**src/rtl/vga_mode_pkg.sv**
```systemverilog
// Shared mode encodings, FSM state type and counter widths for the
// resolution-change sequencer.
package vga_mode_pkg;

    localparam logic [1:0] MODE_VGA  = 2'd0;
    localparam logic [1:0] MODE_SVGA = 2'd1;
    localparam logic [1:0] MODE_XGA  = 2'd2;
    localparam logic [1:0] MODE_VESA = 2'd3;

    typedef enum logic [1:0] {
        IDLE   = 2'd0,
        DRAIN  = 2'd1,
        BLANK  = 2'd2,
        SETTLE = 2'd3
    } state_t;

    localparam int DCNT_W = 20;
    localparam int TCNT_W = 22;
    localparam int FCNT_W = 4;

endpackage

```
**src/rtl/vga_mode_sequencer_toggle_sync.sv**
```systemverilog
// Brings one frame toggle from a pixel-clock domain into clk and turns each
// toggle into a single-cycle pulse.
module toggle_sync (
    input  logic i_clk,
    input  logic i_reset,
    input  logic i_toggle,
    output logic o_pulse
);

    logic r_sync_p0;
    logic r_sync_p1;
    logic r_edge_p2;

    always_ff @(posedge i_clk) begin
        if (i_reset) begin
            r_sync_p0 <= 1'b0;
            r_sync_p1 <= 1'b0;
            r_edge_p2 <= 1'b0;
        end else begin
            r_sync_p0 <= i_toggle;
            r_sync_p1 <= r_sync_p0;
            r_edge_p2 <= r_sync_p1;
        end
    end

    // Any level change after the synchronizer is one frame
    assign o_pulse = r_sync_p1 ^ r_edge_p2;

endmodule

```
**src/rtl/vga_mode_sequencer.sv**
```systemverilog
// Glitch-free resolution-change controller: debounces the mode switches and
// moves the output mux select only on frame boundaries, behind a forced blank.
module vga_mode_sequencer
    import vga_mode_pkg::*;
#(
    parameter int unsigned DEBOUNCE_CYCLES = 1_000_000,
    parameter int unsigned BLANK_FRAMES    = 2,
    parameter int unsigned TIMEOUT_CYCLES  = 4_000_000
) (
    input  logic       clk,
    input  logic       reset,
    input  logic [1:0] sw,
    input  logic [3:0] frame_toggle,
    output logic [1:0] rez,
    output logic       blank,
    output logic       busy,
    output logic       switch_err
);

    if (BLANK_FRAMES < 1 || BLANK_FRAMES > 15) begin : g_blank_frames_check
        $error("vga_mode_sequencer: BLANK_FRAMES must be within 1..15");
    end

    localparam logic [DCNT_W-1:0] DCNT_MAX = DCNT_W'(DEBOUNCE_CYCLES - 1);
    localparam logic [TCNT_W-1:0] TCNT_MAX = TCNT_W'(TIMEOUT_CYCLES - 1);
    localparam logic [FCNT_W-1:0] FCNT_END = FCNT_W'(BLANK_FRAMES);

    logic [3:0] w_pulse;

    for (genvar g = 0; g < 4; g++) begin : g_frame_sync
        toggle_sync u_toggle_sync (
            .i_clk    (clk),
            .i_reset  (reset),
            .i_toggle (frame_toggle[g]),
            .o_pulse  (w_pulse[g])
        );
    end

    // Switch synchronizer and debouncer
    logic [1:0]        r_sw_p0;
    logic [1:0]        r_sw_p1;
    logic [1:0]        r_cand;
    logic [DCNT_W-1:0] r_dcnt;
    logic [1:0]        r_sw_stable;

    always_ff @(posedge clk) begin
        if (reset) begin
            r_sw_p0     <= 2'd0;
            r_sw_p1     <= 2'd0;
            r_cand      <= 2'd0;
            r_dcnt      <= '0;
            r_sw_stable <= 2'd0;
        end else begin
            r_sw_p0 <= sw;
            r_sw_p1 <= r_sw_p0;
            if (r_sw_p1 != r_cand) begin
                r_cand <= r_sw_p1;
                r_dcnt <= '0;
            end else if (r_dcnt != DCNT_MAX) begin
                r_dcnt <= r_dcnt + 1'b1;
            end else begin
                r_sw_stable <= r_cand;
            end
        end
    end

    // Sequencer FSM and its registered outputs
    state_t            r_state;
    state_t            w_state_nxt;
    logic [1:0]        r_rez;
    logic              r_blank;
    logic              r_busy;
    logic              r_err;
    logic [1:0]        r_target;
    logic [FCNT_W-1:0] r_fcnt;
    logic [TCNT_W-1:0] r_tcnt;

    logic [1:0]        w_rez_nxt;
    logic              w_blank_nxt;
    logic              w_busy_nxt;
    logic              w_err_nxt;
    logic [1:0]        w_target_nxt;
    logic [FCNT_W-1:0] w_fcnt_nxt;
    logic [TCNT_W-1:0] w_tcnt_nxt;

    logic              w_pulse_rez;
    logic              w_tmo;
    logic              w_evt;
    logic [FCNT_W-1:0] w_fcnt_inc;

    assign w_pulse_rez = w_pulse[r_rez];
    assign w_tmo       = (r_state != IDLE) && (r_tcnt == TCNT_MAX);
    // A pulse and a timeout in the same cycle are a single event
    assign w_evt       = w_pulse_rez | w_tmo;
    assign w_fcnt_inc  = r_fcnt + 1'b1;

    always_ff @(posedge clk) begin
        if (reset) begin
            r_state  <= SETTLE;
            r_rez    <= MODE_VGA;
            r_blank  <= 1'b1;
            r_busy   <= 1'b1;
            r_err    <= 1'b0;
            r_target <= MODE_VGA;
            r_fcnt   <= '0;
            r_tcnt   <= '0;
        end else begin
            r_state  <= w_state_nxt;
            r_rez    <= w_rez_nxt;
            r_blank  <= w_blank_nxt;
            r_busy   <= w_busy_nxt;
            r_err    <= w_err_nxt;
            r_target <= w_target_nxt;
            r_fcnt   <= w_fcnt_nxt;
            r_tcnt   <= w_tcnt_nxt;
        end
    end

    always_comb begin
        w_state_nxt = r_state;
        case (r_state)
            IDLE: begin
                if (r_sw_stable != r_rez) w_state_nxt = DRAIN;
            end
            DRAIN: begin
                if (r_sw_stable == r_rez) w_state_nxt = IDLE;
                else if (w_evt)           w_state_nxt = BLANK;
            end
            BLANK: begin
                if (w_evt && (w_fcnt_inc == FCNT_END)) w_state_nxt = SETTLE;
            end
            SETTLE: begin
                if (w_evt) w_state_nxt = IDLE;
            end
            default: w_state_nxt = SETTLE;
        endcase
    end

    always_comb begin
        w_rez_nxt    = r_rez;
        w_blank_nxt  = r_blank;
        w_busy_nxt   = (w_state_nxt != IDLE);
        w_err_nxt    = r_err | w_tmo;
        w_target_nxt = r_target;
        w_fcnt_nxt   = r_fcnt;
        w_tcnt_nxt   = r_tcnt + 1'b1;

        // The wait timer restarts on every state entry and every accepted event
        if (r_state == IDLE || w_state_nxt != r_state || w_evt) begin
            w_tcnt_nxt = '0;
        end

        case (r_state)
            IDLE: begin
                if (r_sw_stable != r_rez) w_target_nxt = r_sw_stable;
            end
            DRAIN: begin
                w_target_nxt = r_sw_stable;
                if ((r_sw_stable != r_rez) && w_evt) begin
                    w_blank_nxt = 1'b1;
                    w_fcnt_nxt  = '0;
                end
            end
            BLANK: begin
                if (w_evt) begin
                    w_fcnt_nxt = w_fcnt_inc;
                    if (w_fcnt_inc == FCNT_END) w_rez_nxt = r_target;
                end
            end
            SETTLE: begin
                if (w_evt) w_blank_nxt = 1'b0;
            end
            default: ;
        endcase
    end

    assign rez        = r_rez;
    assign blank      = r_blank;
    assign busy       = r_busy;
    assign switch_err = r_err;

endmodule
```
**config.mk**
```make
export PLATFORM = sky130hd
export DESIGN_NAME = vga_mode_sequencer
export DESIGN_NICKNAME = d
export VERILOG_FILES = /design/src/rtl/vga_mode_pkg.sv /design/src/rtl/vga_mode_sequencer_toggle_sync.sv /design/src/rtl/vga_mode_sequencer.sv
export SDC_FILE = /design/constraint.sdc
export NUM_CORES = 1
export LEC_CHECK = 0
export ABC_AREA = 1
export BUFFER_PORTS_ARGS = -buffer_cell sky130_fd_sc_hd__buf_2
export CELL_PAD_IN_SITES_DETAIL_PLACEMENT = 0
export CELL_PAD_IN_SITES_GLOBAL_PLACEMENT = 1
export CORE_ASPECT_RATIO = 1.1
export CORE_MARGIN = 2
export CORE_UTILIZATION = 48
export DETAILED_ROUTE_END_ITERATION = 8
export PLACE_DENSITY_LB_ADDON = 0.1
export SLEW_MARGIN = 20
export SYNTH_ARGS = -nofsm -noshare
export SYNTH_HDL_FRONTEND = slang
export SYNTH_SLANG_ARGS = --single-unit
export TNS_END_PERCENT = 30
```
**constraint.sdc**
```tcl
create_clock -name clk -period 2.8 [get_ports clk]
set_input_delay 0.28 -clock clk [delete_from_list [all_inputs] [get_ports clk]]
set_output_delay 0.28 -clock clk [all_outputs]
set_load 0.01 [all_outputs]
```
==> metrics.cfg, run 1 <==
[worst_hold_path]
worstHoldStart = frame_toggle[2]
hold_class = input pin to register

[pwr]
p_seq_share_pct = 56.1
combPwrFrac_pct = 6.8
power.density_nw_per_um2 = 517
p_int_uw = 1470
p_sw_uw = 524
p_sw_share_pct = 26.3
clkPwrFrac_pct = 37.1
total_power_uw = 1990
vdd.ir_drop.worst_v = 0.000287
p_leak_uw = 0.00151

[floorplan]
start_util_pct = 50.1
die_w_um = 86.0
core_area_um2 = 7090
rows = 32
die_area_um2 = 8100
die_h_um = 94.2
io-pin-count = 13

[cts]
h-tree-depth = 3
postCtsSetupBuffers = 0
cts_buffer_depth = 2
root_buffer = clkbuf_8
clk_pin_slew_worst_paths_ns = 0.09
hold_buffers = 0
post_cts_resized = 0
clkSinkCount = 75
clk_latency_ns = 0.35
cts_tree = built
cts_buffers = 9

[global_route]
grt_overflow = 0
antenna_found_initial = 0
grt_pass1_wl_mm = 12.2
grt_pass1_vias = 2819
grt_use_total_pct = 18.8
grt_max_degree = 25

[timing]
rsz0062_at_grt = no
drv_slew = 0
clock.fmax_ghz = 0.527
worstMarginPinSlew_ns = 0.906
tns_ns = 0
period_needed_ns = 1.90
hold_viol_final = 0
slew_headroom_pct = 39.6
fin_skew_ns = 0.0154
fin_crit_sh_pct = 67.8
setup_viol = 0

[finish]
drive_gt1_share_pct = 8.32
diodes = 0
fin_nets = 536
area_growth_pct = 8.50
design_area_um2 = 3850

[routing]
antenna_left = 0
vias = 2993
firstDrtPassIters = 4
vias_per_cell = 4.87
route.detailed.drc = 0
dr.first_iter.drc_count = 77
drt-wirelength-per-cell_um = 11.4
wirelength_mm = 6.98

[placement]
io_buffers = 12
dp.final_hpwl_mm = 5.02
dpl_cell_area_um2 = 3680
gp_congestion = 0.816

[yosys]
synthArstFlopShare_pct = 0
ys.flop_type = dfxtp_1
yosys-top-cells-area = dfxtp_1 42%, nand2_1 12%, nor2_1 8.1%, inv_1 7.9%, nor3_1 4.2%
netlist_instances = 508
synth_common_cells = 114 x nand2_1, 77 x nor2_1, 75 x dfxtp_1, 75 x inv_1, 30 x nor3_1
synth_top_area_share_pct = 42.3
synth_seq_cells = 75
yosysWarnings = 0
syn-cell-area_um2 = 3550
synth_seq_area_share_pct = 42.3
synth_nets = 520
yosysMostFrequentCell = nand2_1
synth_edf_count = 0
synth_top_area_cell = dfxtp_1
yosysUniqueCellTypes = 31
synth.avg_cell_area_um2 = 6.99

[run]
cap_violations = 0

[worst_setup_path]
cp_max_fo = 22
critPathLaunch = rez[0]
endpoint_kind = register
worstPathRequired_ns = 2.99
cp_slowest_cell = o31ai_4
worstReg2RegStart = rez[0]
max_stage_delay_ns = 0.75
crit_chain = inv_1, nand2_1, nand2_1, nor2_1, nor2_1, o31ai_4, nor3_1
cp_data_arrival_time_ns = 2.09
start_kind = register
criticalPathCategory = register to register

[run_status]
status = finished clean

==> worst paths after layout <==
check | to | slack (ns) | cells after the start
worst max-delay path | r_tcnt[10] | 0.90 | 7
worst min-delay path | g_frame_sync[2].u_toggle_sync.r_sync_p0 | 0.12 | 3
worst max register to register | r_tcnt[10] | 0.90 | 7
worst min register to register | g_frame_sync[1].u_toggle_sync.r_sync_p1 | 0.40 | 2
==> area by class of cell <==
class	instances	area [µm²]
sequential	75	1500
fill	721	3240
clock buffer	11	131
tap	85	106
inverter	77	289
multi-input combinational	347	1710
timing repair buffer	14	75.1
clock inverter	5	38.8
==> kinds of logic after synthesis <==
group / count (synthesis) / synth area share [%]
AOI/OAI and AO/OA: 42 / 6.84
buffers and inverters: 86 / 9.56
DFF: 75 / 42.3
and+or+nand+nor: 279 / 34.4
adders and majority gates: 4 / 1.41
xor gates and xnor gates: 22 / 5.43
==> placed cells by master (no fill, tap or decap), types with 12 or more instances in the layout <==
| cell | Yosys | final |
|---|---|---|
| nor3_1 | 30 | 30 |
| nand3_1 | 29 | 29 |
| a21oi_1 | 21 | 21 |
| dfxtp_1 | 75 | 75 |
| nor2_1 | 77 | 77 |
| buf_2 | 1 | 12 |
| nand4_1 | 12 | 12 |
| nand2_1 | 114 | 114 |
| inv_1 | 75 | 75 |
==> critical path: cells and delay by family (launching register included) <==
family                 cells  cell delay, ns
AO/OA/AOI/OAI              1            0.75
AND/OR/NAND/NOR            5            0.47
flip-flops                 1            0.41
buffers and inverters      1            0.11
==> stage by stage <==
stage                     hold WS [ns]  cells  setup WS (ns)  util [%]
after floorplan                  0.387    508           1.15         -
after global placement           0.390    598           1.02      51.9
after detailed placement         0.393    598          0.917      51.9
after CTS                        0.110    614          0.887      54.3
after global routing             0.117    614          0.703      54.3
final                            0.122    614          0.902      54.3
==> power groups by stage <==
stage	clock network (µW)	registers (µW)	logic, µW
2_1_floorplan	0	1140	110
3_3_place_gp	0	1140	133
3_5_place_dp	0	1140	135
4_1_cts	762	1120	135
5_1_grt	815	1120	156
6_report	739	1120	135
==> sequential cells by signal, summed over array words and instances, names as in the netlist, 4 cells and up <==
register,cells
r_tcnt,22
r_dcnt,20
g_frame_sync.u_toggle_sync.r_edge_p2,4
g_frame_sync.u_toggle_sync.r_sync_p0,4
g_frame_sync.u_toggle_sync.r_sync_p1,4
r_fcnt,4
==> layer usage <==
layer  wire length [µm]  track usage [%]  part of all wire [%]
met1               3460             23.2                    50
met2               3220             31.7                    46
met3                167             3.60                   2.4
met4                130             8.47                   1.9
met5                  0                0                     0
(Power assumes the default switching activity.)
==> run 2: changes to the inputs <==
Settings changed: ABC_AREA 1 to 0, CORE_UTILIZATION 48 to 47.
Clock period 2.8 ns to 1.9 ns, I/O delays scaled along.
==> run 2 against run 1 <==
Effect of this change: the flow now finishes with violations (setup timing); power up 49%; register-to-register slack worse by 1.0 ns; core utilization up 3.4 points; sequential cell count unchanged; die area down 10%; critical path depth down 2; cell count down 23%; largest cell class unchanged; largest power group unchanged; combinational power up 40%; maximum frequency down 5.8%; non-clock buffer count up 34.
==> metrics.cfg, run 2 <==
[timing]
drv_slew = 0
tns_ns = -1.22
fin_ws_ns = -0.115
rsz0062_at_grt = yes
fin_crit_sh_pct = 106
period_needed_ns = 2.01
slew_headroom_pct = 72.1
setup_viol = 31
worstMarginPinSlew_ns = 0.417
hold_viol_final = 0
fin_skew_ns = 0.0115
clock.fmax_ghz = 0.496

[finish]
diodes = 0
layout_common_cells = 70 x dfxtp_1, 43 x nor2_1, 35 x buf_4
area_growth_pct = 20.5
drive_gt1_share_pct = 20.3
top_register = r_tcnt
reg.largest.list = r_tcnt x22, r_dcnt x20
fin_nets = 396
fillers = 602
largest_reg_flops = 22
final_common_cell = dfxtp_1

[floorplan]
die_w_um = 81.5
core_area_um2 = 6480
start_util_pct = 47.9
die_area_um2 = 7270
io-pin-count = 13
die_h_um = 89.2
rows = 31

[pwr]
power.density_nw_per_um2 = 795
p_seq_share_pct = 54.6
p_leak_uw = 0.00141
combPwrFrac_pct = 6.4
p_int_uw = 2240
p_sw_uw = 728
p_sw_share_pct = 24.5
vdd.ir_drop.worst_v = 0.000485
clkPwrFrac_pct = 39.0

[run_status]
status = finished, violations left
violations = setup timing

[yosys]
synth_edf_count = 0
netlist_instances = 334
synth_nets = 346
synth_top_area_cell = dfxtp_1
synth_seq_cells = 75
synth_common_cells = 75 x dfxtp_1, 44 x nor2_1, 26 x xor2_1
synthArstFlopShare_pct = 0
ys.flop_type = dfxtp_1
yosysWarnings = 0
syn-cell-area_um2 = 3100
yosys-top-cells-area = dfxtp_1 48%, xor2_1 7.3%, nor2_1 5.3%, nor2b_1 3.8%, xnor2_1 3.7%
synth.avg_cell_area_um2 = 9.29
yosysMostFrequentCell = dfxtp_1
yosysUniqueCellTypes = 38
synth_top_area_share_pct = 48.4
synth_seq_area_share_pct = 48.4

[worst_setup_path]
crit_chain = or4b_4, nor4_4, a21oi_4, or4_1, a31oi_1
r2r-end = r_fcnt[3]
start_kind = register
cp_data_arrival_time_ns = 2.30
crit_cells = 5
cp_slowest_cell = or4b_4
max_stage_delay_ns = 0.55
worstPathRequired_ns = 2.18
worstReg2RegStart = r_tcnt[17]
cp_max_fo = 8
crit_end = r_fcnt[3]
endpoint_kind = register
critPathLaunch = r_tcnt[17]
reg2reg_depth = 5
cp_top_family = simple AND/OR/NAND/NOR gates
criticalPathCategory = register to register
rrSetupSlack_ns = -0.11
critPathBufInv = 0

[routing]
antenna_left = 0
drt-wirelength-per-cell_um = 12.6
wirelength_mm = 5.95
vias_per_cell = 5.12
vias = 2413
firstDrtPassIters = 4
route.detailed.drc = 0
dr.first_iter.drc_count = 71

[worst_hold_path]
worstHoldStart = frame_toggle[3]
hold_class = input pin to register

[global_route]
grt_pass1_vias = 2223
grt_use_total_pct = 18.0
grt_pass1_wl_mm = 9.96
grt_overflow = 0
grt_max_degree = 22
antenna_found_initial = 0

[run]
cap_violations = 0

[cts]
clkSinkCount = 75
cts_buffer_depth = 2
cts_buffers = 9
h-tree-depth = 3
clk_latency_ns = 0.35
clk_pin_slew_worst_paths_ns = 0.08
root_buffer = clkbuf_8
cts_tree = built

[placement]
gp_congestion = 0.778
dp.final_hpwl_mm = 4.11
io_buffers = 12
dpl_worst_slack_ns = -0.131

run 2: cell count changes after synthesis, moves of 5 or more:
cell	delta
nor2_2	-5
nor2_1	-33
nor2b_1	+19
nand3_1	-12
mux2i_1	+7
and3_1	+6
xor2_1	+15
a21oi_1	-7
nor3_1	-24
or3_1	+12
nand2_1	-95
inv_1	-70
run 2: timing repair:
item	CTS	global route
setup buffers	2	2
pin swaps	1	5
endpoints found under the setup margin	9	32
resized for setup	1	8
hold buffers	0	0
run 2: per-layer routing:
layer | wire length [µm] | track usage, % | share of wire [%]
met2 | 2770 | 28.3 | 47
met4 | 132 | 10.3 | 2.2
met1 | 2930 | 22.9 | 49
met3 | 113 | 3.64 | 1.9
met5 | 0 | 0 | 0
run 2: power by group through the flow:
stage,logic [µW],registers (µW),clock network (µW)
2_1_floorplan,105,1670,0
3_3_place_gp,180,1660,0
3_5_place_dp,181,1660,0
4_1_cts,185,1620,1210
5_1_grt,209,1630,1270
6_report,189,1620,1160
run 2: how the worst min path moves through the flow:
| stage | cells after the start | end |
|---|---|---|
| global placement | 2 | g_frame_sync[0].u_toggle_sync.r_sync_p0 |
| floorplan | 1 | g_frame_sync[0].u_toggle_sync.r_sync_p0 |
| global route | 2 | g_frame_sync[2].u_toggle_sync.r_sync_p0 |
| finish | 2 | g_frame_sync[3].u_toggle_sync.r_sync_p0 |
| CTS | 2 | g_frame_sync[3].u_toggle_sync.r_sync_p0 |
| detailed placement | 2 | g_frame_sync[3].u_toggle_sync.r_sync_p0 |
run 2: through the flow:
| stage | instance area (µm²) | hold WS (ns) | power [µW] | util, % | instances |
|---|---|---|---|---|---|
| 3_3_place_gp | 3490 | 0.397 | 1840 | 53.9 | 451 |
| 5_1_grt | 3740 | 0.0349 | 3110 | 57.7 | 471 |
| 2_1_floorplan | 3120 | 0.318 | 1770 | - | 334 |
| 4_1_cts | 3700 | 0.0312 | 3010 | 57.1 | 469 |
| 6_report | 3740 | 0.0505 | 2970 | 57.7 | 471 |
| 3_5_place_dp | 3490 | 0.406 | 1840 | 53.9 | 451 |
run 2: area by class of cell:
class	instances	area [µm²]	area share, %
clock buffer	12	155	4.15
clock inverter	4	32.5	0.870
sequential	75	1510	40.3
tap	82	103	2.75
timing repair buffer	48	343	9.17
inverter	5	18.8	0.502
multi-input combinational	245	1580	42.2
run 2: logic make-up after synthesis:
kind of cell | synth area share (%)
compound gates | 7.42
xor+xnor | 11.0
fa+ha+maj | 1.61
buf+inv | 1.78
flops | 48.4
mux | 2.99
simple gates | 26.8
==> run 3: changes to the inputs <==
Settings changed: REMOVE_ABC_BUFFERS from default to 1.
==> run 3 against run 2 <==
Effect of this change: the run still ends with setup timing left; combinational power is 2% lower; core utilization increased by 0.29 points; setup slack gained 0.017 ns; global-route usage fell by 0.43 points; non-clock buffer count is 1 lower; critical endpoint is now r_fcnt[1]; die area unchanged; first-iteration DRC count up 32%; clock skew fell by 0.0035 ns; critical path depth rose by 1; hold slack worse by 0.0060 ns; largest power group unchanged; sequential power is essentially flat.
==> metrics.cfg, run 3 (synthesis results as in run 2) <==
[global_route]
antenna_found_initial = 0
grt_use_total_pct = 17.5
grt_overflow = 0
grt_pass1_vias = 2175
grt_pass1_wl_mm = 9.73
grt_max_degree = 22

[finish]
multi_input_area_um2 = 1570
final_cells = 470
design_area_um2 = 3760
area_growth_pct = 21.1
top_register = r_tcnt
layout_common_cells = 72 x dfxtp_1, 43 x nor2_1, 34 x buf_4
largest_reg_flops = 22
fin_nets = 395
fillers = 588
final_common_cell = dfxtp_1
diodes = 0
drive_gt1_share_pct = 19.8
area.sequential_um2 = 1510
reg.largest.list = r_tcnt x22, r_dcnt x20

[cts]
h-tree-depth = 3
cts_tree = built
clk_latency_ns = 0.35
clk_pin_slew_worst_paths_ns = 0.08
cts_buffer_depth = 2
root_buffer = clkbuf_8
hold_buffers = 0
clkSinkCount = 75
cts_buffers = 9

[pwr]
vdd.ir_drop.worst_v = 0.000648
total_power_uw = 3170
p_leak_uw = 0.00143
power.density_nw_per_um2 = 845

[run]
cap_violations = 0

[routing]
dr.first_iter.drc_count = 94
wirelength_mm = 5.81
drt-wirelength-per-cell_um = 12.4
vias = 2432
antenna_left = 0
vias_per_cell = 5.17
firstDrtPassIters = 4
route.detailed.drc = 0

[placement]
io_buffers = 12
placedCellCount = 451
dp.final_hpwl_mm = 3.99
gp_congestion = 0.728
dpl_cell_area_um2 = 3480

[timing]
setup_viol = 9
worstMarginPinSlew_ns = 0.433
period_needed_ns = 2.00
rsz0062_at_grt = yes
clock.fmax_ghz = 0.501
fin_crit_sh_pct = 105
tns_ns = -0.492
drv_slew = 0
fin_skew_ns = 0.00803
fin_ws_ns = -0.0980
slew_headroom_pct = 70.8
hold_viol_final = 0

[floorplan]
die_h_um = 89.2
start_util_pct = 47.9
core_area_um2 = 6480
rows = 31
die_area_um2 = 7270
io-pin-count = 13
die_w_um = 81.5

[worst_setup_path]
criticalPathCategory = register to register
worstPathRequired_ns = 2.19
rrSetupSlack_ns = -0.1
start_kind = register
cp_data_arrival_time_ns = 2.28
cp_max_fo = 5
endpoint_kind = register

[run_status]
violations = setup timing
status = finished, violations left

[worst_hold_path]
hold_class = input pin to register

run 3: cell count changes in the layout (fill, tap and decap cells not counted), sizes merged:
cell,before,now
clkinvlp,2,0
clkbuf,12,9
buf,48,47
bufinv,0,2
clkinv,0,3
run 3: power breakdown:
group	internal (µW)	switching [µW]
sequential	1610	20.3
combinational	81.4	103
clock	751	613
total	2440	737
run 3: repair_timing:
item / 4_1_cts / 5_1_grt
pin swaps: 8 / 3
resized for setup: 6 / 4
setup endpoints to repair: 23 / 32
hold endpoints to repair: 0 / 0
setup buffers: 2 / 1
run 3: layout make-up:
type                       instances  area share (%)
clock buffer                       9            3.30
clock inverter                     7            2.66
inverter                           5           0.500
multi-input combinational        245            41.8
sequential                        75            40.1
tap                               82            2.73
timing repair buffer              47            8.93
run 3: critical path: stages (launching register included):
cell	delay [ns]
dfxtp_1	0.31
or4b_4	0.54
nor4_4	0.33
a21oi_2	0.12
buf_4	0.17
or3_1	0.35
a21oi_1	0.12
run 3: worst paths after layout:
| check | startpoint | end | cells after the start |
|---|---|---|---|
| worst max-delay path | r_tcnt[12] | r_fcnt[1] | 6 |
| worst min-delay path | frame_toggle[3] | g_frame_sync[3].u_toggle_sync.r_sync_p0 | 2 |
| worst max register to register | r_tcnt[12] | r_fcnt[1] | 6 |
| worst min register to register | g_frame_sync[1].u_toggle_sync.r_sync_p0 | g_frame_sync[1].u_toggle_sync.r_sync_p1 | 1 |
run 3: metal layers:
layer | vias to the layer above | wire, µm | share of wire (%) | GRT usage [%]
met5 | - | 0 | 0 | 0
met4 | 0 | 114 | 2.0 | 9.24
met3 | 10 | 155 | 2.7 | 3.33
met2 | 36 | 2680 | 46 | 27.8
met1 | 1124 | 2860 | 49 | 22.7
li1 | 1262 | - | - | -
run 3: through the flow:
step	util, %	setup WS, ns	hold slack, ns
4_1_cts	57.7	-0.122	0.0341
5_1_grt	58.0	-0.164	0.0402
2_1_floorplan	-	-0.165	0.259
3_3_place_gp	53.7	-0.121	0.397
6_report	58.0	-0.0980	0.0444
3_5_place_dp	53.7	-0.118	0.405
